`config.mk`:
```
export PLATFORM = sky130hd
export DESIGN_NAME = instr_fetch
export DESIGN_NICKNAME = d
export VERILOG_FILES = /design/src/rtl/instr_fetch.sv
export SDC_FILE = /design/constraint.sdc
export NUM_CORES = 1
export LEC_CHECK = 0
export CELL_PAD_IN_SITES_DETAIL_PLACEMENT = 0
export CELL_PAD_IN_SITES_GLOBAL_PLACEMENT = 1
export CORE_MARGIN = 5
export CORE_UTILIZATION = 26
export CTS_CLUSTER_DIAMETER = 40
export DETAILED_ROUTE_END_ITERATION = 8
export MAX_ROUTING_LAYER = met4
export PLACE_DENSITY = 0.88
export SLEW_MARGIN = 0
export SYNTH_ARGS = -nofsm -noshare
export SYNTH_HDL_FRONTEND = slang
export SYNTH_SLANG_ARGS = --single-unit
```
`constraint.sdc`:
```
create_clock -name clk -period 2.2 [get_ports clk]
set_input_delay 0.44 -clock clk [delete_from_list [all_inputs] [get_ports clk]]
set_output_delay 0.44 -clock clk [all_outputs]
set_load 0.01 [all_outputs]
```
`src/rtl/instr_fetch.sv`:
```
// ============================================================================
// Module   : instr_fetch
// Purpose  : Two-phase (FETCH/EXEC) instruction fetch with next-PC select and
//            halt. Optional macro MISALIGN_TRAP_EN traps misaligned targets.
// Revision : 1.0 - initial release
// ============================================================================
`default_nettype none

module instr_fetch #(
   parameter logic [31:0] RESET_PC = 32'h0000_0000
) (
   input  logic        clk,
   input  logic        rst,
   output logic        imem_req,
   output logic [31:0] imem_addr,
   input  logic        imem_ack,
   input  logic [31:0] imem_rdata,
   output logic [31:0] instr,
   output logic [6:0]  Opcode,
   output logic        instr_valid,
   output logic [31:0] pc,
   output logic [31:0] pc_plus4,
   input  logic        take_branch,
   input  logic        Jump,
   input  logic        JumpReg,
   input  logic        Halt,
   input  logic [31:0] branch_target,
   input  logic [31:0] jalr_target,
   output logic        halted,
   output logic        misaligned
);

   localparam logic [31:0] NOP = 32'h0000_0013;

   typedef enum logic [1:0] {
      FETCH  = 2'd0,
      EXEC   = 2'd1,
      HALTED = 2'd2
   } state_t;

   state_t      state_q;
   logic [31:0] pc_q;
   logic [31:0] instr_q;
   logic        halted_q;
   logic        misaligned_q;

   logic [31:0] pc_sel;
   logic [31:0] pc_d;
   logic        trap_d;

   always_comb begin
      pc_sel = pc_q + 32'd4;
      if (JumpReg) begin
         pc_sel = {jalr_target[31:1], 1'b0};
      end else if (Jump || take_branch) begin
         pc_sel = branch_target;
      end
   end

`ifdef MISALIGN_TRAP_EN
   assign pc_d   = pc_sel;
   assign trap_d = (pc_sel[1:0] != 2'b00);
`else
   // Silently realign; fetch never stops on a bad target in this build.
   assign pc_d   = pc_sel & 32'hFFFF_FFFC;
   assign trap_d = 1'b0;
`endif

   always_ff @(posedge clk) begin
      if (rst) begin
         state_q      <= FETCH;
         pc_q         <= RESET_PC;
         instr_q      <= NOP;
         halted_q     <= 1'b0;
         misaligned_q <= 1'b0;
      end else begin
         case (state_q)
            FETCH: begin
               if (imem_ack) begin
                  instr_q <= imem_rdata;
                  state_q <= EXEC;
               end
            end
            EXEC: begin
               if (Halt) begin
                  state_q  <= HALTED;
                  halted_q <= 1'b1;
               end else if (trap_d) begin
                  state_q      <= HALTED;
                  halted_q     <= 1'b1;
                  misaligned_q <= 1'b1;
               end else begin
                  pc_q    <= pc_d;
                  state_q <= FETCH;
               end
            end
            HALTED: begin
               state_q <= HALTED;
            end
            default: begin
               state_q <= FETCH;
            end
         endcase
      end
   end

   assign imem_req    = (state_q == FETCH);
   assign imem_addr   = pc_q;
   // Redirects are never acted on during reset, so decode must not see valid.
   assign instr_valid = (state_q == EXEC) && !rst;
   assign instr       = instr_q;
   assign Opcode      = instr_q[6:0];
   assign pc          = pc_q;
   assign pc_plus4    = pc_q + 32'd4;
   assign halted      = halted_q;
   assign misaligned  = misaligned_q;

endmodule

`default_nettype wire

```
Word-level counts from Yosys, hierarchy flattened
Cells that the tools add are included.

Register bits after elaboration: 65. Input port bits: 103. Output and inout port bits: 139. Logic and storage cells: 21.

Add/subtract/negate cells: 1. Eq/ne operators: 3. Multiplexer cells: 5. Bitwise gates (word level): 1. Reductions and logical operators: 7.

Operator list (count): two-way mux 32 bit (2); adder 32 x 3 -> 32 bit, second input constant (1); case mux 2 bit (3 select lines) (1); AND reduction 2 bit (3); two-way mux 2 bit (2); equality test 2 x 1 -> 1 bit, second input constant (1); equality test 2 bit, second input constant (1); zero test 2 bit (1); != test 2 x 1 -> 1 bit, second input constant (1); logical AND 1 bit (1); zero test 1 bit (1); logical OR 1 bit (1); NOT 1 bit (1).

Depth between registers and ports, before layout
Depth after elaboration: 3. Depth in mapped cells: 7. Gate-level depth less buffers: 6.

Worst setup path after synthesis
No wires, ideal clock.

Path kind: register -> output. Start: register pc_q[2], in the netlist imem_addr[2]. End: output port pc_plus4[22]. Arrival: 1.805 ns. Setup slack: -0.045 ns. Stages on the path, launching flop included: 7. Cells stage by stage: dfxtp_1 ha_1 nand3_2 nor3_4 nand2_2 or3_1 xnor2_1.

Word-level cells in the longest chain between the ends: 1.

RTL lines: start, declared (RTL line 42) `logic [31:0] pc_q;`; start signal, assigned (RTL line 93) `pc_q <= pc_d;`; adder 32 x 3 -> 32 bit (RTL line 114) `assign pc_plus4 = pc_q + 32'd4;`; end, declared (RTL line 22) `output logic [31:0] pc_plus4,`.

No other way between the ends.

Worst setup path after layout
Start: register pc_q[11], in the netlist imem_addr[11]. End: output port pc_plus4[31].

The elaborated chain is that of the path after synthesis.

==> impl_metrics.py <==
metrics = {
    "status": {
        "status": "complete, but fails checks",
        "violations": "setup timing",
    },
    "cells_and_area": {
        "nNetsFinal": 920,
        "n_fill_cell": 1473,
        "area_delta_synth_final_pct": 83.0,
        "final_core_util_pct": 48.5,
        "regArea_sq_um": 1320,
        "multi_input_area_sq_um": 2480,
        "drive_gt1_share_pct": 23.9,
    },
    "routing": {
        "routedWlPerCell_um": 16.2,
        "drtIter0Drc": 312,
        "drc": 0,
        "vias_per_cell": 4.80,
        "finalWirelength_mm": 16.7,
        "vias": 4965,
        "ant_nets": 0,
        "dr.pass1.iters": 5,
    },
    "synth": {
        "synth-compound-area-share_pct": 22.1,
        "yosys-top-cells-count": "nand2_1 (108), dfxtp_1 (65), a21oi_1 (54), buf_4 (47), o21ai_0 (36)",
        "synth_seq_cells": 65,
        "yosys.area_share.adder_pct": 0.309,
        "yosysWarnings": 0,
        "yosysTopAreaCell": "dfxtp_1",
        "syn_area_sq_um": 4050,
        "synth_area_leaders": "dfxtp_1 (32%), nand2_1 (10%), buf_4 (8.7%), a21oi_1 (6.7%), o21ai_0 (4.5%)",
        "synth_edf_count": 0,
        "synthXorXnorAreaFrac_pct": 5.84,
        "synth_cells": 544,
        "synthMuxAreaShare_pct": 0,
        "synth_cell_type_count": 55,
        "synth_top_area_share_pct": 32.2,
        "synth_top_family_by_area": "simple AND/OR/NAND/NOR gates",
        "synth-seq-area-share_pct": 32.2,
        "synthSimpleGateAreaFrac_pct": 27.1,
        "async_reset_ff_share_pct": 0,
        "synth.avg_cell_area_sq_um": 7.44,
        "synth-main-ff-cell": "dfxtp_1",
        "yosysMostFrequentCell": "nand2_1",
    },
    "critical_path": {
        "critPathCaptureType": "output port",
        "rr_endpoint": "imem_addr[21]$_SDFFE_PP0P_",
        "path_class": "reg2out",
        "rrSetupSlack_ns": 0.23,
        "cp_max_fo": 5,
        "startpoint_type": "flop",
        "r2r_cells": 7,
        "cp_data_arrival_time_ns": 1.95,
        "required_ns": 1.76,
        "r2r-start": "imem_addr[11]$_SDFFE_PP0P_",
    },
    "clocking": {
        "clk_path_buf_depth": 2,
        "h-tree-depth": 3,
        "cts.reportedPaths.clkPinSlew_ns": 0.06,
        "cts_root_buf": "clkbuf_16",
        "cts_hold_buf": 0,
        "clkLatencyLatePin_ns": 0.34,
        "cts_buffers": 9,
        "cts_sinks": 65,
        "cts_tree": "built",
    },
    "placed_design": {
        "port_buffers": 230,
        "hpwlAfterDp_mm": 12.6,
        "gp_congestion": 0.842,
    },
    "timing": {
        "setup_viol": 16,
        "fmax_ghz": 0.419,
        "grt_setup_unrepaired": "true",
        "finalCritPeriodShare_pct": 109,
        "final_hold_viol_count": 0,
        "tightestPinTransition_ns": 0.536,
        "setup_ws_ns": -0.187,
        "slew_headroom_pct": 63.3,
        "layout_min_cycle_time_ns": 2.39,
        "slew_viol_final": 0,
        "skew_ns": 0.00673,
    },
    "worst_hold_path": {
        "hold_class": "reg2reg",
        "worstHoldStart": "instr[15]$_SDFFE_PP0P_",
        "hold_end": "instr[15]$_SDFFE_PP0P_",
        "hold_path_depth": 2,
    },
    "global_route": {
        "grt_pass1_vias": 4748,
        "grt_usage_pct": 18.2,
        "grt-ovfl-total": 0,
        "grt_pass1_wl_mm": 25.5,
        "antenna_found_initial": 2,
        "grt_max_degree": 34,
    },
    "floorplan": {
        "die_x_um": 135,
        "fp.dieH_um": 135,
        "start_util_pct": 26.5,
        "ios": 242,
        "coreArea_sq_um": 15300,
        "num_rows": 45,
        "die-area_sq_um": 18200,
    },
    "power_and_ir_drop": {
        "power_density_nw_per_um2": 487,
        "power_mw": 3.60,
        "ir_drop_mv": 0.477,
        "p_leak_nw": 3.09,
    },
    "job": {
        "maxCapViolCount": 0,
    },
}
[cells in the final DEF (no fill, tap or decap), drive strengths merged, types with 4 or more instances in the layout]
cell type / count
o311ai: 4
o21ai: 37
nand2: 109
buf: 128
nor4: 6
o211ai: 8
and3: 8
o31ai: 4
conb: 7
xnor2: 20
and4: 4
inv: 7
a21oi: 54
a211oi: 4
nor3: 11
nand4: 10
clkdlybuf4s50: 200
nor2: 29
nand3: 27
dfxtp: 65
a31oi: 7
clkbuf: 11
xor2: 7
a221o: 7
[sequential cells by signal (all words and copies together) (netlist names)]
register,flops
imem_addr,30
halted,1
instr,32
state_q,2
[worst max path at each step]
stage                   endpoint  cells past startpoint                  startpoint
global placement    pc_plus4[22]                      7   imem_addr[3]$_SDFFE_PP0P_
detailed placement  pc_plus4[31]                      7   imem_addr[9]$_SDFFE_PP0P_
floorplan           pc_plus4[28]                      5   imem_addr[3]$_SDFFE_PP0P_
finish              pc_plus4[31]                      7  imem_addr[11]$_SDFFE_PP0P_
CTS                 pc_plus4[21]                      7   imem_addr[3]$_SDFFE_PP0P_
global route        pc_plus4[21]                      6  imem_addr[11]$_SDFFE_PP0P_
[where the power goes]
part | internal (mW) | total [mW] | leakage, nW | switching [mW]
Sequential | 1.24 | 1.29 | 0.538 | 0.0449
Combinational | 0.478 | 0.861 | 2.41 | 0.383
Clock | 0.886 | 1.46 | 0.142 | 0.569
Total | 2.61 | 3.60 | 3.09 | 0.997
[layout make-up]
class                           count  share of cell area (%)
Timing Repair Buffer              335                    40.6
Multi-Input combinational cell    399                    33.5
Sequential cell                    65                    17.8
Tap cell                          211                    3.56
Clock buffer                        9                    3.04
Clock inverter                      7                    1.08
Inverter                            6                   0.304
Antenna cell                        2                  0.0676
[worst max-delay path, cell delays in order (launching register included)]
cell and delay [ns]:
dfxtp_2 0.34, nand4_1 0.18, nor4_4 0.34, buf_4 0.19, and3_4 0.20, nand3_4 0.09, xnor2_2 0.13, buf_2 0.14
[cell families after synthesis]
logic type | after synthesis
and+or+nand+nor | 220
DFF | 65
other | 1
adders and majority gates | 1
xor gates and xnor gates | 27
buffers and inverters | 86
AOI/OAI and AO/OA | 144
[through the flow]
stage / instance area [sq um] / setup TNS, ns / hold WS (ns) / setup slack [ns] / instances
after floorplan: 4080 / 0 / 0.481 / 0.0179 / 550
after CTS: 7320 / -2.25 / 0.453 / -0.249 / 1027
after global placement: 6820 / -3.68 / 0.440 / -0.259 / 998
after detailed placement: 6820 / -3.90 / 0.446 / -0.270 / 998
after global routing: 7410 / -3.87 / 0.467 / -0.316 / 1034
final: 7410 / -1.64 / 0.450 / -0.187 / 1034
[timing repair]
item | 4_1_cts | 5_1_grt
setup endpoints to repair | 28 | 25
pin swaps | 19 | 26
buffers inserted | 12 | 7
resized for setup | 130 | 29
gates cloned | 1 | 0
[per-layer routing]
layer / global-route usage [%] / vias up / part of all wire (%)
li1: - / 2426 / -
met1: 21.8 / 2311 / 42
met2: 28.7 / 202 / 48
met3: 5.81 / 26 / 8.1
met4: 6.56 / 0 / 1.8
met5: - / - / 0
Note: power is estimated with default switching activity, not from simulation.
